==> config.mk <==
export PLATFORM = sky130hd
export DESIGN_NAME = mem_arbiter
export DESIGN_NICKNAME = d
export VERILOG_FILES = /design/src/rtl/mem_arbiter.sv
export SDC_FILE = /design/constraint.sdc
export NUM_CORES = 1
export LEC_CHECK = 0
export CAP_MARGIN = 20
export CORE_AREA = 2 2 88 90
export CTS_CLUSTER_SIZE = 25
export DETAILED_ROUTE_END_ITERATION = 7
export DIE_AREA = 0 0 90 92
export PLACE_DENSITY = 0.81
export SLEW_MARGIN = 5
export SYNTH_ARGS = -nofsm -noshare
export SYNTH_HDL_FRONTEND = slang
export SYNTH_SLANG_ARGS = --single-unit
export TNS_END_PERCENT = 10
==> constraint.sdc <==
create_clock -name clk_i -period 2.31 [get_ports clk_i]
set_input_delay 0.5775 -clock clk_i [delete_from_list [all_inputs] [get_ports clk_i]]
set_output_delay 0.5775 -clock clk_i [all_outputs]
set_load 0.05 [all_outputs]
==> src/rtl/mem_arbiter.sv <==
// Arbiter sharing one fixed-latency, single-ported memory between instruction fetch
// and load/store. Data has priority; a starvation counter forces fetch after a run of data grants.
module mem_arbiter #(
  parameter int ADDR_WIDTH = 16,
  parameter int MEM_LAT    = 2,
  parameter int STARVE_MAX = 4
) (
  input  logic                  clk_i,
  input  logic                  rst_ni,
  input  logic                  if_req_i,
  input  logic [ADDR_WIDTH-1:0] if_addr_i,
  output logic                  if_gnt_o,
  output logic                  if_rvalid_o,
  output logic [31:0]           if_rdata_o,
  input  logic                  d_req_i,
  input  logic                  d_we_i,
  input  logic [ADDR_WIDTH-1:0] d_addr_i,
  input  logic [31:0]           d_wdata_i,
  input  logic [3:0]            d_be_i,
  output logic                  d_gnt_o,
  output logic                  d_rvalid_o,
  output logic [31:0]           d_rdata_o,
  output logic                  mem_req_o,
  output logic                  mem_we_o,
  output logic [ADDR_WIDTH-1:0] mem_addr_o,
  output logic [31:0]           mem_wdata_o,
  output logic [3:0]            mem_be_o,
  input  logic [31:0]           mem_rdata_i
);

  localparam int LAT_W = (MEM_LAT > 1) ? $clog2(MEM_LAT) : 1;
  localparam int STV_W = $clog2(STARVE_MAX + 1);
  localparam logic [LAT_W-1:0] LAT_LAST = LAT_W'(MEM_LAT - 1);
  localparam logic [STV_W-1:0] STV_MAX  = STV_W'(STARVE_MAX);

  typedef enum logic [0:0] {IDLE = 1'b0, BUSY = 1'b1} state_t;
  typedef enum logic [1:0] {OWN_NONE = 2'd0, OWN_IF = 2'd1, OWN_D = 2'd2} owner_t;

  state_t             state_r;
  owner_t             owner_r;
  logic               owner_we_r;
  logic [LAT_W-1:0]   lat_cnt_r;
  logic [STV_W-1:0]   starve_cnt_r;
  logic               last_s;
  logic               free_s;
  logic               force_if_s;
  logic               d_win_s;
  logic               if_win_s;

  // Winner selection; the final busy cycle overlaps the next grant for full throughput
  always_comb begin
    last_s     = (state_r == BUSY) && (lat_cnt_r == LAT_LAST);
    free_s     = rst_ni && ((state_r == IDLE) || last_s);
    force_if_s = if_req_i && (starve_cnt_r == STV_MAX);
    d_win_s    = free_s && d_req_i && !force_if_s;
    if_win_s   = free_s && if_req_i && !d_win_s;
  end

  // Memory request path, driven only in a grant cycle
  always_comb begin
    if_gnt_o    = if_win_s;
    d_gnt_o     = d_win_s;
    mem_req_o   = 1'b0;
    mem_we_o    = 1'b0;
    mem_addr_o  = {ADDR_WIDTH{1'b0}};
    mem_wdata_o = 32'h0000_0000;
    mem_be_o    = 4'h0;
    if (d_win_s) begin
      mem_req_o   = 1'b1;
      mem_we_o    = d_we_i;
      mem_addr_o  = d_addr_i;
      mem_wdata_o = d_wdata_i;
      mem_be_o    = d_be_i;
    end else if (if_win_s) begin
      mem_req_o   = 1'b1;
      mem_we_o    = 1'b0;
      mem_addr_o  = if_addr_i;
      mem_wdata_o = 32'h0000_0000;
      mem_be_o    = 4'hF;
    end else begin
      mem_req_o   = 1'b0;
    end
  end

  // Response routing to the latched owner; store acks carry zero data
  always_comb begin
    if_rvalid_o = 1'b0;
    if_rdata_o  = 32'h0000_0000;
    d_rvalid_o  = 1'b0;
    d_rdata_o   = 32'h0000_0000;
    if (last_s && (owner_r == OWN_IF)) begin
      if_rvalid_o = 1'b1;
      if_rdata_o  = mem_rdata_i;
    end else if (last_s && (owner_r == OWN_D)) begin
      d_rvalid_o  = 1'b1;
      d_rdata_o   = owner_we_r ? 32'h0000_0000 : mem_rdata_i;
    end else begin
      d_rvalid_o  = 1'b0;
    end
  end

  // Transaction FSM: owner capture and latency counting
  always_ff @(posedge clk_i or negedge rst_ni) begin
    if (!rst_ni) begin
      state_r    <= IDLE;
      owner_r    <= OWN_NONE;
      owner_we_r <= 1'b0;
      lat_cnt_r  <= {LAT_W{1'b0}};
    end else if (d_win_s || if_win_s) begin
      state_r    <= BUSY;
      owner_r    <= d_win_s ? OWN_D : OWN_IF;
      owner_we_r <= d_win_s && d_we_i;
      lat_cnt_r  <= {LAT_W{1'b0}};
    end else begin
      case (state_r)
        BUSY: begin
          if (last_s) begin
            state_r    <= IDLE;
            owner_r    <= OWN_NONE;
            owner_we_r <= 1'b0;
            lat_cnt_r  <= {LAT_W{1'b0}};
          end else begin
            lat_cnt_r  <= lat_cnt_r + LAT_W'(1);
          end
        end
        IDLE:    lat_cnt_r <= {LAT_W{1'b0}};
        default: state_r   <= IDLE;
      endcase
    end
  end

  // Starvation guard: counts data grants that bypassed a waiting fetch
  always_ff @(posedge clk_i or negedge rst_ni) begin
    if (!rst_ni) begin
      starve_cnt_r <= {STV_W{1'b0}};
    end else if (!if_req_i || if_win_s) begin
      starve_cnt_r <= {STV_W{1'b0}};
    end else if (d_win_s && (starve_cnt_r != STV_MAX)) begin
      starve_cnt_r <= starve_cnt_r + STV_W'(1);
    end else begin
      starve_cnt_r <= starve_cnt_r;
    end
  end

endmodule

==> results.cfg, run 1 <==
[status]
outcome = complete, no violations

[clock_network]
clockRootBuffer = sky130_fd_sc_hd__clkbuf_8
cts.sinks = 8
cts_tree = done
clk_transition_reported_paths_ns = 0.04
number_of_buffers_created_by_cts = 3
cts-hold-fix-buffers = 0
clk_latency_ns = 0.22
htree_levels = 1
cts.path.max_buffers = 2

[placement]
count_of_port_buffers_added_during_placement = 226
detailed_place.area_mm2 = 0.00513
gp_routability_congestion = 0.811
post-dp-hpwl_mm = 8.01

[global_routing]
grtUsageTotal = 0.224
number_of_antenna_violations_at_the_first_check_in_global_routing = 0
grt_max_degree = 31
grt_pass1_vias = 2674
grt_pass1_wl_mm = 15.0
globalRoute.totalOverflow = 0

[sta]
timing.final.setup_violations = 0
slew_violations = 0
finalCritPeriodShare = 0.985
grt_setup_unrepaired = true
worst-slew-pin-transition_ns = 0.306
timing.final.crit_period_ns = 2.27
setup-tns-final_ns = 0
max_clock_freq_mhz = 440
timing.max_slew.rel_slack = 0.795
timing_hold_violations_final = 0
finalClockSkew_ns = 0.00199

[setup_path]
worst_setup_path_end_kind = output port
regToRegStartpoint = starve_cnt_r[1]
arrival_ns = 1.70
worst-endpoint-required_ns = 1.73
critical_path.max_fanout = 17
crit_start = starve_cnt_r[1]
worst_setup_path_start_kind = flip-flop
timing_worst_setup_path_type = reg -> out

[layout]
final_cell_area_mm2 = 0.00530
mostFrequentLayoutCells = sky130_fd_sc_hd__buf_12, sky130_fd_sc_hd__clkdlybuf4s50_1, sky130_fd_sc_hd__and2_1, sky130_fd_sc_hd__nand3_1, sky130_fd_sc_hd__buf_4
layout.cells.most_common = sky130_fd_sc_hd__buf_12
drive_above_1_share = 0.408
final_net_count = 560
antenna-diode-count = 0
synthToLayoutAreaGrowth_pct = 260

[logic_synthesis]
yosys.cell_types.count = 30
synth_seq_area_share = 0.136
netlist.top_cell.by_area = sky130_fd_sc_hd__and2_1
yosys_register_bits = 8
syn-cell-area_mm2 = 0.00147
synthesis.nets = 322
synth.avg_cell_area_um2 = 6.85
mapped_cells = 215
yosysWarnings = 0
synth.top_cells.by_area = sky130_fd_sc_hd__and2_1, sky130_fd_sc_hd__dfrtp_1, sky130_fd_sc_hd__nand3_1
synth_top_area_frac = 0.412

[power_and_ir_drop]
cellPowerDensity_mw_per_mm2 = 567
ir_worst_vdd_v = 0.000329
power.leakage_uw = 0.00215

[routing]
number_of_remaining_drc_errors = 0
first_iter_violations = 101
routed_wirelength_mm = 9.80
ant_nets = 0
vias_after_detailed_routing = 2542
drt_pass1_iterations = 4
route.detailed.vias_per_inst = 4.60
post_drt_wl_per_cell_um = 17.7

[die]
io_pins = 227
chipWidth_um = 90
design.die.area_mm2 = 0.00828
starting_utilization_of_the_core_area = 0.198
core_region_area_mm2 = 0.00745
die_height_um = 92
std_cell_rows = 32

[hold_path]
worstHoldPathType = in -> async

[job]
maxCapViolations = 0
==> flip-flops by register name (all words and copies together) (netlist names) <==
signal	count
owner_r	2
state_r	1
lat_cnt_r	1
owner_we_r	1
starve_cnt_r	3
==> final timing paths <==
kind	cells after the start	to	slack, ns
hold reg to reg	1	owner_we_r	0.57
setup / recovery	6	mem_wdata_o[18]	0.04
min in group clk_i	1	owner_we_r	0.57
setup reg to reg	7	owner_r[0]	0.69
hold / removal	2	starve_cnt_r[2]	0.38
max in group asynchronous	2	owner_we_r	1.75
==> per-layer routing <==
layer | global-route usage | share of wire | vias up
li1 | - | - | 1190
met5 | 0 | 0 | -
met4 | 0.0449 | 0.018 | 0
met2 | 0.435 | 0.55 | 164
met3 | 0.0526 | 0.078 | 14
met1 | 0.247 | 0.35 | 1174
==> critical path, cell delays in order, from the launching register on <==
cell and delay, ns:
sky130_fd_sc_hd__dfrtp_1 0.38, sky130_fd_sc_hd__inv_1 0.09, sky130_fd_sc_hd__ha_4 0.19, sky130_fd_sc_hd__nand3_4 0.11, sky130_fd_sc_hd__and4_4 0.34, sky130_fd_sc_hd__and2_1 0.21
sky130_fd_sc_hd__buf_12 0.15
==> timing repair <==
| item | CTS | global route |
|---|---|---|
| resized for setup | 26 | 16 |
| gates cloned | 2 | 1 |
| pin swaps | 2 | 3 |
| endpoints found under the setup margin | 56 | 105 |
| setup buffers | 1 | 1 |
==> layout make-up <==
type | count | area (um2)
multi-input combinational | 185 | 1260
timing repair buffer | 251 | 3660
clock buffer | 3 | 41.3
fill | 513 | 2140
tap | 102 | 128
inverter | 4 | 15.0
sequential | 8 | 200
==> report_power, final <==
| group | switching [uW] | internal (uW) | total (uW) |
|---|---|---|---|
| Sequential | 46.3 | 182 | 229 |
| Clock | 48.3 | 112 | 161 |
| Combinational | 1390 | 1230 | 2620 |
| Total | 1480 | 1530 | 3010 |
==> logic make-up (layout without fill, tap and decap cells) <==
family | after synthesis | count (layout) | share of synthesized area
compound gates | 33 | 33 | 0.138
fa+ha+maj | 2 | 2 | 0.0170
buf+inv | 24 | 258 | 0.0926
flops | 8 | 8 | 0.136
simple gates | 148 | 150 | 0.616
==> cells in the mapped netlist, drive strengths merged <==
| cell | number |
|---|---|
| a21bo | 1 |
| a21boi | 3 |
| a21o | 1 |
| a21oi | 17 |
| a22o | 1 |
| a2bb2o | 1 |
| and2 | 97 |
| and4 | 1 |
| buf | 11 |
| clkbuf | 9 |
| dfrtp | 8 |
| ha | 2 |
| inv | 4 |
| nand2 | 6 |
| nand2b | 1 |
| nand3 | 33 |
| nand4 | 3 |
| nand4b | 1 |
| nor2 | 3 |
| nor3b | 2 |
| nor4b | 1 |
| o211ai | 2 |
| o21a | 4 |
| o21ai | 3 |
==> per-stage QoR <==
step | utilization | power, uW | worst slack (ns) | hold slack (ns) | cells
6_report | 0.712 | 3010 | 0.0355 | 0.380 | 553
5_1_grt | 0.712 | 3120 | -0.0211 | 0.383 | 553
4_1_cts | 0.706 | 2980 | 0.00847 | 0.549 | 551
3_5_place_dp | 0.688 | 2750 | -0.274 | 0.536 | 545
3_3_place_gp | 0.688 | 2710 | -0.243 | 0.526 | 545
2_1_floorplan | - | 1420 | -0.264 | 0.282 | 215
(Power assumes the default switching activity.)
==> run 2, diff against run 1 <==
CORE_AREA = default   (was 2 2 88 90)
CORE_MARGIN = 2   (was default)
CORE_UTILIZATION = 21   (was default)
DIE_AREA = default   (was 0 0 90 92)
PLACE_DENSITY = 0.87   (was 0.81)
TNS_END_PERCENT = 20   (was 10)
clock period = 2 ns   (was 2.31 ns; I/O delays follow)
==> run 2 against run 1 <==
Compared with the run above:
- the flow now finishes with violations (negative setup slack)
- combinational power is 32% higher
- flip-flop and latch count stayed put
- final area is 11% higher
- hold slack better by 0.011 ns
- sequential power is 23% higher
- routed wire length is 28% higher
- setup slack worse by 0.20 ns
- core utilization is 15 points higher
- critical path depth is 1 higher
- sequential share of layout area is 0.35 points lower
- count of clock-buffer cells in the layout stayed put
- non-clock buffer count is 1 higher
- critical endpoint is now mem_addr_o[15]
==> results.cfg, run 2 (synthesis gave the netlist of run 1 again) <==
[setup_path]
critical_path.max_fanout = 8
worst-endpoint-required_ns = 1.50
crit_start = starve_cnt_r[0]
worst_setup_path_end_kind = output port
worst_setup_path_start_kind = flip-flop
timing_worst_setup_path_type = reg -> out
regToRegStartpoint = starve_cnt_r[0]
timing.critical_path.slowest_cell_delay_ns = 0.38
cpMaxStageDelayCell = sky130_fd_sc_hd__dfrtp_1
path_delay_family = buffers and inverters
number_of_buffer_and_inverter_instances_along_the_worst_setup_path = 3
crit_path_cell_trace = inv_2 -> ha_4 -> a21bo_4 -> buf_8 -> nand3_1 -> a21oi_2 -> buf_12
arrival_ns = 1.67

[die]
std_cell_rows = 30
die_height_um = 87.7
chipWidth_um = 87.7
core_region_area_mm2 = 0.00679
design.die.area_mm2 = 0.00770
starting_utilization_of_the_core_area = 0.217
io_pins = 227

[sta]
max_clock_freq_mhz = 462
timing_hold_violations_final = 0
finalCritPeriodShare = 1.08
timing.final.crit_period_ns = 2.17
grt_setup_unrepaired = true
finalClockSkew_ns = 0.000786
worst-slew-pin-transition_ns = 0.294
worst_slack_ns = -0.166
timing.max_slew.rel_slack = 0.804
timing.final.setup_violations = 119
slew_violations = 0

[routing]
routed_wirelength_mm = 12.6
ant_nets = 0
drt_pass1_iterations = 4
vias_after_detailed_routing = 2691
first_iter_violations = 98
number_of_remaining_drc_errors = 0
route.detailed.vias_per_inst = 4.88
post_drt_wl_per_cell_um = 22.8

[power_and_ir_drop]
cellPowerDensity_mw_per_mm2 = 669
netSwitchingFraction = 0.486
power.leakage_uw = 0.00238
power.switching_uw = 1920
share_seq_of_total_power = 0.072
totalPowerFinal_uw = 3940
internal_power_uw = 2030
share_clk_of_total_power = 0.052
ir_worst_vdd_v = 0.000426
combinationalPowerShare = 0.877

[status]
violations = negative setup slack
outcome = finished with violations

[layout]
final_net_count = 563
top_register = starve_cnt_r
synthToLayoutAreaGrowth_pct = 300
mostFrequentLayoutCells = sky130_fd_sc_hd__buf_12, sky130_fd_sc_hd__clkdlybuf4s50_1, sky130_fd_sc_hd__and2_4, sky130_fd_sc_hd__buf_4, sky130_fd_sc_hd__nand3_2
top_regs = starve_cnt_r (3), owner_r (2)
drive_above_1_share = 0.674
layout.cells.most_common = sky130_fd_sc_hd__buf_12
largest_register_ff_count = 3
layoutNonFillerInstCount = 551

[clock_network]
clk_transition_reported_paths_ns = 0.04
clk_latency_ns = 0.24
htree_levels = 1
cts.sinks = 8
cts-hold-fix-buffers = 0
clockRootBuffer = sky130_fd_sc_hd__clkbuf_8
number_of_buffers_created_by_cts = 3
cts_tree = done
cts.path.max_buffers = 2

[job]
maxCapViolations = 0

[hold_path]
worstHoldPathType = in -> async

[placement]
pre_cts_ws_ns = -0.508
count_of_port_buffers_added_during_placement = 226
gp_routability_congestion = 0.793
post-dp-hpwl_mm = 8.69
place.detailed.instances = 537

[global_routing]
globalRoute.totalOverflow = 0
number_of_antenna_violations_at_the_first_check_in_global_routing = 1
grt_pass1_vias = 2827
grt_pass1_wl_mm = 16.4
grtUsageTotal = 0.277
grt_max_degree = 34
## run 2: path summary, 6_finish.rpt
path / end / slack, ns / cells after the start
min in group clk_i: owner_we_r / 0.59 / 1
setup / recovery: mem_addr_o[15] / -0.17 / 7
max in group asynchronous: state_r / 1.34 / 3
hold reg to reg: owner_we_r / 0.59 / 1
hold / removal: owner_r[0] / 0.39 / 2
setup reg to reg: owner_r[0] / 0.42 / 6
## run 2: what timing repair did
item	in CTS	in global routing
pin swaps	53	43
resized for setup	107	48
setup buffers	5	1
setup endpoints to repair	120	120
cloned	4	0
## run 2: stage by stage
| stage | util | instance area (um2) | TNS, ns | hold slack, ns |
|---|---|---|---|---|
| finish | 0.867 | 5890 | -8.68 | 0.391 |
| global route | 0.867 | 5890 | -13.99 | 0.394 |
| CTS | 0.841 | 5710 | -5.05 | 0.379 |
| detailed placement | 0.783 | 5320 | -25.11 | 0.532 |
| global placement | 0.783 | 5320 | -21.70 | 0.522 |
| floorplan | - | 1660 | -3.91 | 0.204 |
## run 2: power groups by stage
stage | sequential (uW) | clock (uW) | combinational, uW
2_1_floorplan | 249 | 0 | 1490
3_3_place_gp | 254 | 0 | 3020
3_5_place_dp | 259 | 0 | 3080
4_1_cts | 271 | 194 | 3320
5_1_grt | 287 | 210 | 3550
6_report | 282 | 204 | 3460
## run 2: metal layers
layer | vias to the layer above | track usage | part of all wire
li1 | 1206 | - | -
met1 | 1301 | 0.277 | 0.34
met2 | 151 | 0.565 | 0.54
met3 | 33 | 0.0584 | 0.079
met4 | 0 | 0.0797 | 0.037
met5 | - | 0 | 0
## run 2: final cells by class
class                           count  area, um2
Fill cell                         271        905
Clock buffer                        3       41.3
Inverter                            4       15.0
Timing Repair Buffer              252       3750
Sequential cell                     8        201
Tap cell                           96        120
Antenna cell                        1       2.50
Multi-Input combinational cell    187       1760
==> run 3, diff against run 2 <==
CORE_AREA = 2 2 89 91   (was default)
CORE_MARGIN = default   (was 2)
CORE_UTILIZATION = default   (was 21)
CTS_BUF_LIST = sky130_fd_sc_hd__clkbuf_4 sky130_fd_sc_hd__clkbuf_8   (was default)
DIE_AREA = 0 0 91 93   (was default)
GPL_ROUTABILITY_DRIVEN = 0   (was default)
PLACE_DENSITY = 0.8   (was 0.87)
clock period = 2.45 ns   (was 2 ns; I/O delays follow)
==> run 3 against run 2 <==
Compared with the run above:
- the flow now finishes without violations
- count of clock-buffer cells in the layout is the same
- final cell count shrank 1.3%
- non-clock buffer count is 9 lower
- routed wire length down 25%
- clock skew increased by 0.0048 ns
- global-route usage down 6.8 points
- via count is 8.2% lower
- total power down 29%
- setup slack better by 0.24 ns
- flip-flop and latch count stayed put
- core utilization fell by 17 points
- critical path type is now in -> out
- highest routed layer unchanged
==> results.cfg, run 3 (synthesis gave the netlist of run 1 again) <==
[die]
std_cell_rows = 32
chipWidth_um = 91
starting_utilization_of_the_core_area = 0.196
io_pins = 227
design.die.area_mm2 = 0.00846
core_region_area_mm2 = 0.00753
die_height_um = 93

[setup_path]
critical_path.max_fanout = 4
timing_worst_setup_path_type = in -> out
number_of_buffer_and_inverter_instances_along_the_worst_setup_path = 4
crit_path_cell_trace = clkdlybuf4s15_1 -> buf_4 -> o21ai_1 -> buf_4 -> nor2_4 -> o21a_1 -> buf_12
worst_setup_path_start_kind = input port
arrival_ns = 1.77
worst_setup_path_end_kind = output port
path_delay_family = buffers and inverters
path_common_cell = sky130_fd_sc_hd__buf_4
cpMaxStageDelayCell = sky130_fd_sc_hd__clkdlybuf4s15_1
timing.critical_path.slowest_cell_delay_ns = 0.29
worst-endpoint-required_ns = 1.84

[routing]
vias_after_detailed_routing = 2470
route.detailed.vias_per_inst = 4.54
first_iter_violations = 72
number_of_remaining_drc_errors = 0
post_drt_wl_per_cell_um = 17.3
drt_pass1_iterations = 4
routed_wirelength_mm = 9.39
ant_nets = 0

[power_and_ir_drop]
share_seq_of_total_power = 0.076
netSwitchingFraction = 0.496
combinationalPowerShare = 0.867
power.switching_uw = 1380
share_clk_of_total_power = 0.058
totalPowerFinal_uw = 2790
cellPowerDensity_mw_per_mm2 = 534
ir_worst_vdd_v = 0.000391
internal_power_uw = 1400
power.leakage_uw = 0.00211

[clock_network]
htree_levels = 1
cts.sinks = 8
number_of_buffers_created_by_cts = 3
clk_transition_reported_paths_ns = 0.04
postCtsSetupRepairBufs = 0
clockRootBuffer = sky130_fd_sc_hd__clkbuf_8
cts_tree = done
clk_latency_ns = 0.23
cts-hold-fix-buffers = 0
cts.path.max_buffers = 2

[sta]
grt_setup_unrepaired = false
finalClockSkew_ns = 0.00559
slew_violations = 0
timing_hold_violations_final = 0
timing.final.crit_period_ns = 2.38
timing.max_slew.rel_slack = 0.785
worst-slew-pin-transition_ns = 0.323
max_clock_freq_mhz = 420
setup-tns-final_ns = 0
timing.final.setup_violations = 0
finalCritPeriodShare = 0.971
fin_worst_hold_slack_ns = 0.562

[layout]
drive_above_1_share = 0.380
largest_register_ff_count = 3
multiInputGateArea_mm2 = 0.00122
top_register = starve_cnt_r
synthToLayoutAreaGrowth_pct = 255
antenna-diode-count = 0
top_regs = starve_cnt_r (3), owner_r (2)
final-seq-area_um2 = 200
final_net_count = 551
layout.cells.most_common = sky130_fd_sc_hd__buf_12
mostFrequentLayoutCells = sky130_fd_sc_hd__buf_12, sky130_fd_sc_hd__clkdlybuf4s50_1, sky130_fd_sc_hd__and2_1, sky130_fd_sc_hd__nand3_1
filler_cell_count = 510

[placement]
count_of_port_buffers_added_during_placement = 226
post-dp-hpwl_mm = 7.77

[hold_path]
worstHoldPathType = reg -> reg

[global_routing]
grtUsageTotal = 0.209
number_of_antenna_violations_at_the_first_check_in_global_routing = 0
grt_pass1_wl_mm = 14.0
grt_pass1_vias = 2545
globalRoute.totalOverflow = 0
grt_max_degree = 34

[status]
outcome = complete, no violations

[job]
maxCapViolations = 0
-- run 3: final cells by class --
type	count	area share
tap	102	0.0244
timing repair buffer	243	0.693
sequential	8	0.0383
inverter	4	0.00288
clock buffer	3	0.00791
multi-input combinational	184	0.234
-- run 3: metal layers --
metal	vias up	share of wire	GRT usage	wire [um]
li1	1171	-	-	-
met1	1142	0.36	0.231	3390
met2	142	0.53	0.393	5000
met3	15	0.085	0.0596	797
met4	0	0.021	0.0556	193
met5	-	0	0	0
-- run 3: power groups by stage --
stage	clock network [uW]	logic (uW)	registers, uW
floorplan	0	1140	202
global placement	0	2340	207
detailed placement	0	2380	212
CTS	159	2420	211
global route	166	2500	215
finish	160	2420	212
-- run 3: through the flow --
stage                     cell area (um2)  setup WS [ns]  instances   util
final                                5220         0.0702        544  0.694
after global routing                 5220        0.00320        544  0.694
after CTS                            5210       -0.00531        544  0.692
after detailed placement             5110         -0.234        540  0.679
after global placement               5110         -0.187        540  0.679
after floorplan                      1480         -0.194        215      -
-- run 3: what timing repair did --
| action | 4_1_cts | 5_1_grt |
|---|---|---|
| gates resized for setup | 17 | 8 |
| endpoints found under the setup margin | 56 | 31 |
| pin swaps | 1 | 1 |
| cloned | 1 | 0 |
| hold endpoints to repair | 0 | 0 |
-- run 3: final timing paths --
kind | startpoint | endpoint | slack [ns] | depth (start not counted)
max reg2reg | starve_cnt_r[0] | owner_r[0] | 0.74 | 7
min reg2reg | owner_r[1] | owner_r[1] | 0.56 | 1
max in group asynchronous | rst_ni | owner_r[1] | 1.68 | 2
min in group asynchronous | rst_ni | starve_cnt_r[2] | 0.62 | 2
min | owner_r[1] | owner_r[1] | 0.56 | 1
max | if_req_i | mem_be_o[0] | 0.07 | 7
